==> src/rtl/dmac_multi_ch_ctrl.sv <==
// DMA main controller: arbitrates NUM_CH peripheral requests onto one AHB master,
// with fixed or round-robin priority, request masking and a bus-grant timeout.
//
// state | meaning
// IDLE  | no channel latched, waiting for an eligible request
// REQ   | channel latched, requesting the bus, waiting for grant and config
// XFER  | channel transferring; paused while the grant is withdrawn
module dmac_multi_ch_ctrl #(
    parameter int NUM_CH        = 4,
    parameter int ARB_MODE      = 0,
    parameter int GRANT_TIMEOUT = 64
) (
    input  logic                      clk,
    input  logic                      rst,
    input  logic [NUM_CH-1:0]         DmacReq,
    input  logic [NUM_CH-1:0]         ch_mask,
    input  logic                      Bus_Grant,
    input  logic                      C_config,
    input  logic                      irq,
    output logic                      Bus_Req,
    output logic                      hold,
    output logic [NUM_CH-1:0]         Channel_en,
    output logic [NUM_CH-1:0]         ReqAck,
    output logic                      Interrupt,
    output logic [$clog2(NUM_CH)-1:0] active_ch,
    output logic                      busy,
    output logic                      timeout_err
);
    localparam int CW = $clog2(NUM_CH);
    localparam int TW = (GRANT_TIMEOUT > 1) ? $clog2(GRANT_TIMEOUT) : 1;
    localparam logic [TW-1:0] TO_LAST = TW'((GRANT_TIMEOUT > 0) ? GRANT_TIMEOUT - 1 : 0);
    localparam logic [CW:0]   NCH     = (CW + 1)'(NUM_CH);
    localparam logic [CW-1:0] CH_LAST = CW'(NUM_CH - 1);

    typedef enum logic [1:0] {IDLE, REQ, XFER} state_t;

    state_t            state, state_nxt;
    logic [CW-1:0]     sel, sel_nxt;
    logic [CW-1:0]     rr_ptr, rr_nxt;
    logic [TW-1:0]     wait_cnt, wait_nxt;
    logic [NUM_CH-1:0] eff;
    logic [CW-1:0]     winner;
    logic [CW:0]       idx;
    logic [CW-1:0]     rr_inc;
    logic              go;
    logic              to_hit;

    assign eff    = DmacReq & ch_mask;
    assign go     = Bus_Grant && C_config;
    assign to_hit = (GRANT_TIMEOUT != 0) && (wait_cnt == TO_LAST) && !go;
    assign rr_inc = (sel == CH_LAST) ? '0 : sel + CW'(1);

    // Round-robin scans downward in offset so the nearest bit at/after rr_ptr is kept.
    always_comb begin
        winner = '0;
        idx    = '0;
        if (ARB_MODE == 0) begin
            for (int i = 0; i < NUM_CH; i++)
                if (eff[i]) winner = CW'(i);
        end else begin
            for (int k = NUM_CH - 1; k >= 0; k--) begin
                idx = {1'b0, rr_ptr} + (CW + 1)'(k);
                if (idx >= NCH) idx = idx - NCH;
                if (eff[idx[CW-1:0]]) winner = idx[CW-1:0];
            end
        end
    end

    always_ff @(posedge clk) begin
        if (rst) begin
            state    <= IDLE;
            sel      <= '0;
            rr_ptr   <= '0;
            wait_cnt <= '0;
        end else begin
            state    <= state_nxt;
            sel      <= sel_nxt;
            rr_ptr   <= rr_nxt;
            wait_cnt <= wait_nxt;
        end
    end

    always_comb begin
        state_nxt = state;
        sel_nxt   = sel;
        rr_nxt    = rr_ptr;
        wait_nxt  = wait_cnt;
        case (state)
            IDLE: begin
                if (|eff) begin
                    state_nxt = REQ;
                    sel_nxt   = winner;
                    wait_nxt  = '0;
                end
            end
            REQ: begin
                if (go) begin
                    state_nxt = XFER;
                end else if (to_hit) begin
                    state_nxt = IDLE;
                    rr_nxt    = rr_inc;
                end else begin
                    wait_nxt = wait_cnt + TW'(1);
                end
            end
            XFER: begin
                if (irq) begin
                    state_nxt = IDLE;
                    rr_nxt    = rr_inc;
                end
            end
            default: state_nxt = IDLE;
        endcase
    end

    always_comb begin
        Bus_Req     = 1'b0;
        hold        = 1'b0;
        busy        = 1'b0;
        active_ch   = '0;
        Channel_en  = '0;
        ReqAck      = '0;
        Interrupt   = 1'b0;
        timeout_err = 1'b0;
        if (state != IDLE) begin
            Bus_Req   = 1'b1;
            hold      = 1'b1;
            busy      = 1'b1;
            active_ch = sel;
        end
        case (state)
            REQ: begin
                if (go) ReqAck[sel] = 1'b1;
                timeout_err = to_hit;
            end
            XFER: begin
                // irq wins over a simultaneous grant drop: channel is shut either way
                if (irq) Interrupt = 1'b1;
                else     Channel_en[sel] = Bus_Grant;
            end
            default: ;
        endcase
    end
endmodule

==> config.mk <==
export PLATFORM = sky130hd
export DESIGN_NAME = dmac_multi_ch_ctrl
export DESIGN_NICKNAME = d
export VERILOG_FILES = /design/src/rtl/dmac_multi_ch_ctrl.sv
export SDC_FILE = /design/constraint.sdc
export NUM_CORES = 1
export LEC_CHECK = 0
export ABC_AREA = 1
export BUFFER_PORTS_ARGS = -buffer_cell sky130_fd_sc_hd__buf_2
export CAP_MARGIN = 40
export CELL_PAD_IN_SITES_DETAIL_PLACEMENT = 2
export CELL_PAD_IN_SITES_GLOBAL_PLACEMENT = 2
export CORE_ASPECT_RATIO = 2
export CORE_UTILIZATION = 25
export CTS_BUF_LIST = sky130_fd_sc_hd__clkbuf_4
export DETAILED_ROUTE_END_ITERATION = 6
export PLACE_DENSITY_LB_ADDON = 0.1
export SLEW_MARGIN = 25
export SYNTH_ARGS = -nofsm -noshare
export SYNTH_HDL_FRONTEND = slang
export SYNTH_SLANG_ARGS = --single-unit
==> constraint.sdc <==
create_clock -name clk -period 1.55 [get_ports clk]
set_clock_uncertainty 0.1 [all_clocks]
set_input_delay 0.0775 -clock clk [delete_from_list [all_inputs] [get_ports clk]]
set_output_delay 0.0775 -clock clk [all_outputs]
set_load 0.01 [all_outputs]
After elaboration in Yosys (flattened, before gate mapping)

Index checks and enable logic that the tools add are counted.

Memories: 0
Input bits: 13
Memory bits (writable): 0
Register bits after elaboration: 10
Memory bits (read-only): 0
Bits in latches: 0

Shift-type cells: 0
$mul: 0
Multiplexer cells: 23
Reduce and logical (&&, ||, !) cells: 11
$add $sub $neg: 1
Eq/ne operators: 8
Magnitude comparators: 2
Div/mod/pow operators: 0
Bitwise operators: 2

Operators by type and width:

| kind                                                | count |
|---|---|
| two-way mux 6 bit                                   | 3 |
| two-way mux 4 bit                                   | 4 |
| two-way mux 2 bit                                   | 7 |
| case mux 6 bit (2 select lines)                     | 1 |
| bitwise AND 4 bit                                   | 2 |
| != test 2 bit, second input constant                | 4 |
| adder 6 x 1 -> 6 bit, second input constant         | 1 |
| equality test 6 bit, second input constant          | 1 |
| two-way mux 1 bit                                   | 6 |
| case mux 2 bit (3 select lines)                     | 1 |
| AND reduction 4 bit                                 | 1 |
| nonzero test 2 bit                                  | 2 |
| OR reduction 4 bit                                  | 1 |
| logical AND 1 bit                                   | 3 |
| < comparator 2 x 3 -> 1 bit, second input constant  | 1 |
| != test 3 bit, second input constant                | 1 |
| AND reduction 3 bit                                 | 1 |
| demux 1 bit (select 2 bit)                          | 1 |
| equality test 2 x 1 -> 1 bit, second input constant | 1 |
| equality test 2 bit, second input constant          | 1 |
| >= comparator 2 x 1 -> 1 bit, second input constant | 1 |
| zero test 2 bit                                     | 1 |
| AND reduction 2 bit                                 | 1 |
| zero test 1 bit                                     | 1 |

Logic depth before layout (Yosys ltp)

Depth after elaboration: 7
Depth in mapped cells: 9

Worst setup path before layout

No wires, ideal clock.

Kind: register -> register
From: register wait_cnt[0]
To: register wait_cnt[3]
Path slack: 192 ps
Buffers on the path: 0
Cell stages (with the launch flop): 9
Clock period less this slack: 1358 ps
Library setup time: 132 ps
Data required time: 1318 ps
Arrival: 1126 ps
Cell sequence: dfxtp_1 ha_1 nand2_2 nor2_4 nand2_2 nand2_4 nand2_4 nand2_1 a21oi_2

Cells in the longest elaborated chain, start to end: 4
Elaborated cells between the ends (all ways): 8
Classes of those cells: add/sub: 1; eq/ne: 2; mux: 3; reduce/logical: 2

Ends and longest elaborated chain:

| what                                                                   | RTL line | text |
|---|---|---|
| start: declaration                                                     | 40       | `logic [TW-1:0] wait_cnt, wait_nxt;` |
| start signal: assignment                                               | 79       | `wait_cnt <= wait_nxt;` |
| adder 6 x 1 -> 6 bit or equality test 6 bit (tied branches)            | 103, 50  |  |
| two-way mux 6 bit or logical AND 1 bit (tied branches)                 | 99, 50   |  |
| two-way mux 6 bit or != test 2 bit (tied branches)                     | --       |  |
| case mux 6 bit (2 select lines) or AND reduction 4 bit (tied branches) | --       |  |

Parallel ways exist; a longest one is shown, timed or not. The select of a mux whose other input is x is not followed.
A chain may end at the register's enable or synchronous reset.

Final worst setup path

From: register wait_cnt[1]
To: output timeout_err

Cells in the longest elaborated chain, start to end: 3

Ends and longest elaborated chain:

| what                | RTL line | text |
|---|---|---|
| equality test 6 bit | 50       | `assign to_hit = (GRANT_TIMEOUT != 0) && (wait_cnt == TO_LAST) && !go;` |
| logical AND 1 bit   | 50       |  |
| two-way mux 1 bit   | 131      | `case (state)` |
| end: declaration    | 27       | `output logic timeout_err` |

No other way between the ends.

==> impl_metrics.ini <==
[finish]
drive_gt1_frac = 0.433
nets = 165
stdcell_count = 179
area_growth_pct = 34.2
antennaDiodeCount = 0

[synth]
yosys.area_share.simple = 0.508
synth_compound_area_frac = 0.0983
netlist_area_sq_um = 751
syn_area_per_cell_sq_um = 6.31
synth_warnings = 0
muxShareOfSynthArea = 0
yosysSeqAreaShare = 0.267
synth_top_family_by_area = simple AND/OR/NAND/NOR gates
synth_cell_types = 22
synth_cells = 119
synth_xor_area_frac = 0
ys_seq_elements = 10
yosys.area_share.adder = 0.0167
syn-num-nets = 133

[worst_hold_path]
min_path_type = input port to flop
hold_end = sel[0]
min_from = ch_mask[3]
whs_path_depth = 5

[sta]
finalSetupViolations = 0
rsz0062_at_grt = true
final.period_utilization = 0.964
fmax_mhz = 669
drv_slew = 0
layout_min_cycle_time_ns = 1.49
slew_headroom = 0.748
layout_setup_ws_ns = 0.0554
hold_viol_final = 0
tightest_slew_ns = 0.376

[worst_setup_path]
cp_top_family = flip-flops
path_buf_inv = 1
start_kind = flop
rr_startpoint = wait_cnt[1]
cp-end-kind = output port
rrSetupSlack_ns = 0.19
cp_slowest_cell = dfxtp_4
r2r_cells = 5
crit_start = wait_cnt[1]
cpPeakStageDelay_ns = 0.38
cp_max_fo = 5
critPathArrivalTime_ns = 1.32
path_cells = ha_4 -> nand2_2 -> nor2_4 -> nand2_4 -> nor3_2 -> buf_2
cp.required_ns = 1.37
r2r-end = wait_cnt[2]
crit_type = flop to output port

[drt]
wl_met3_um = 76
antenna_left = 0
drt_iter0_markers = 10
viasPerCell = 4.79
vias = 858
highest_layer = met4
wirelength_met1_um = 940
firstDrtPassIters = 2
drc = 0
routed_wl_um = 2600
wire_per_inst_um = 14.5
wl_met2_um = 1530

[cts]
numCtsBuffers = 3
ctsRootBufferMaster = clkbuf_4
tritoncts = yes
clk_latency_ns = 0.28
cts.sinks = 10
htreeDepth = 1
cts.path.max_buffers = 2
clk_pin_slew_ns = 0.08

[placement]
gp_congestion = 0.702
numPortBuffers = 27
pre_cts_slack_ns = 0.0515
dp_cells = 172
hpwl_um = 2130

[grt]
grt_pass1_wl_um = 4090
grt_use_total = 0.189
overflow = 0
grt_pass1_vias = 906
grt_max_degree = 13
grt_antenna_before_repair = 0

[power_and_ir_drop]
vdd_ir_drop_max_uv = 399
p_leak_nw = 0.489
p_per_area_nw_per_um2 = 734

[floorplan]
dieArea_sq_um = 3240
rows = 27
ios = 28
core_area_sq_um = 2800
start_util = 0.268
die_x_um = 40.8
die-height_um = 79.5

[job]
maxCapViolCount = 0

[run_status]
status = finished, final reports clean
registers in the layout, indices dropped and copies added, names as in the netlist:
register	cells
sel	2
state	2
wait_cnt	6
per-layer routing:
metal  up-vias  global-route usage
met3         5              0.0167
met2        23               0.360
li1        428                   -
met4         0              0.0800
met5         -                   0
met1       402               0.181
worst register-to-register path: stages, from the launching register on:
cell	delay (ns)
dfxtp_4	0.37
ha_4	0.17
nand2_2	0.09
nor3b_1	0.33
nand2_1	0.13
a21oi_2	0.12
synth_stat cells, drive strengths merged:
cell | count | area share
nor2 | 25 | 0.16
nand3 | 10 | 0.067
a21oi | 7 | 0.067
nand4 | 1 | 0.0083
nor3 | 1 | 0.0067
nand3b | 1 | 0.010
nand2 | 41 | 0.25
ha | 1 | 0.017
buf | 3 | 0.025
nor3b | 1 | 0.010
inv | 15 | 0.075
dfxtp | 10 | 0.27
clkbuf | 1 | 0.010
o21ai | 1 | 0.022
a21boi | 1 | 0.010
layout make-up:
class	instances	area, sq um
fill	369	1800
tap	29	36.3
timing repair buffer	31	170
clock inverter	1	3.75
multi-input combinational	90	508
inverter	15	56.3
clock buffer	3	22.5
sequential	10	210
stage by stage:
step / util / TNS, ns / hold slack (ns) / area [sq um] / total power (W)
floorplan: - / 0 / 0.142 / 751 / 0.000463
global placement: 0.322 / 0 / 0.275 / 903 / 0.000522
detailed placement: 0.322 / 0 / 0.278 / 903 / 0.000528
CTS: 0.346 / 0 / 0.0554 / 971 / 0.000733
global route: 0.359 / -0.00371 / 0.0920 / 1010 / 0.000785
finish: 0.359 / 0 / 0.0440 / 1010 / 0.000739
report_power, final:
group | switching [W] | internal (W) | leakage, nW | total (W)
logic | 0.000144 | 0.0000899 | 0.389 | 0.000234
clock network | 0.000105 | 0.0000935 | 0.0154 | 0.000199
registers | 0.0000272 | 0.000279 | 0.0847 | 0.000306
how the worst max path moves through the flow:
stage,end,cells after the start
detailed placement,wait_cnt[0],8
global placement,wait_cnt[0],8
CTS,timeout_err,5
global route,timeout_err,6
finish,timeout_err,6
floorplan,wait_cnt[3],8
layout by cell type (no fill, tap or decap), types with 2 or more instances in the layout:
master	count
nand2_2	6
clkbuf_4	3
buf_4	2
nand2_1	31
a21oi_2	4
buf_2	27
dfxtp_2	5
nor2_1	19
dlygate4sd3_1	2
nand2_4	4
a21oi_1	3
inv_2	4
nor2_4	4
dfxtp_1	4
nand3_1	10
nor2_2	2
inv_1	11
cells by family after synthesis:
kind of cell	Yosys count
flip-flops	10
AO/OA/AOI/OAI	9
AND/OR/NAND/NOR	80
buffers and inverters	19
adder cells (fa/ha/maj)	1
what timing repair did:
action	4_1_cts	5_1_grt
hold endpoints to repair	4	0
setup buffers	0	1
pin swaps	0	4
setup endpoints to repair	9	9
hold buffers	2	0
gates resized for setup	8	11
Power figures use the tool's default switching activity.
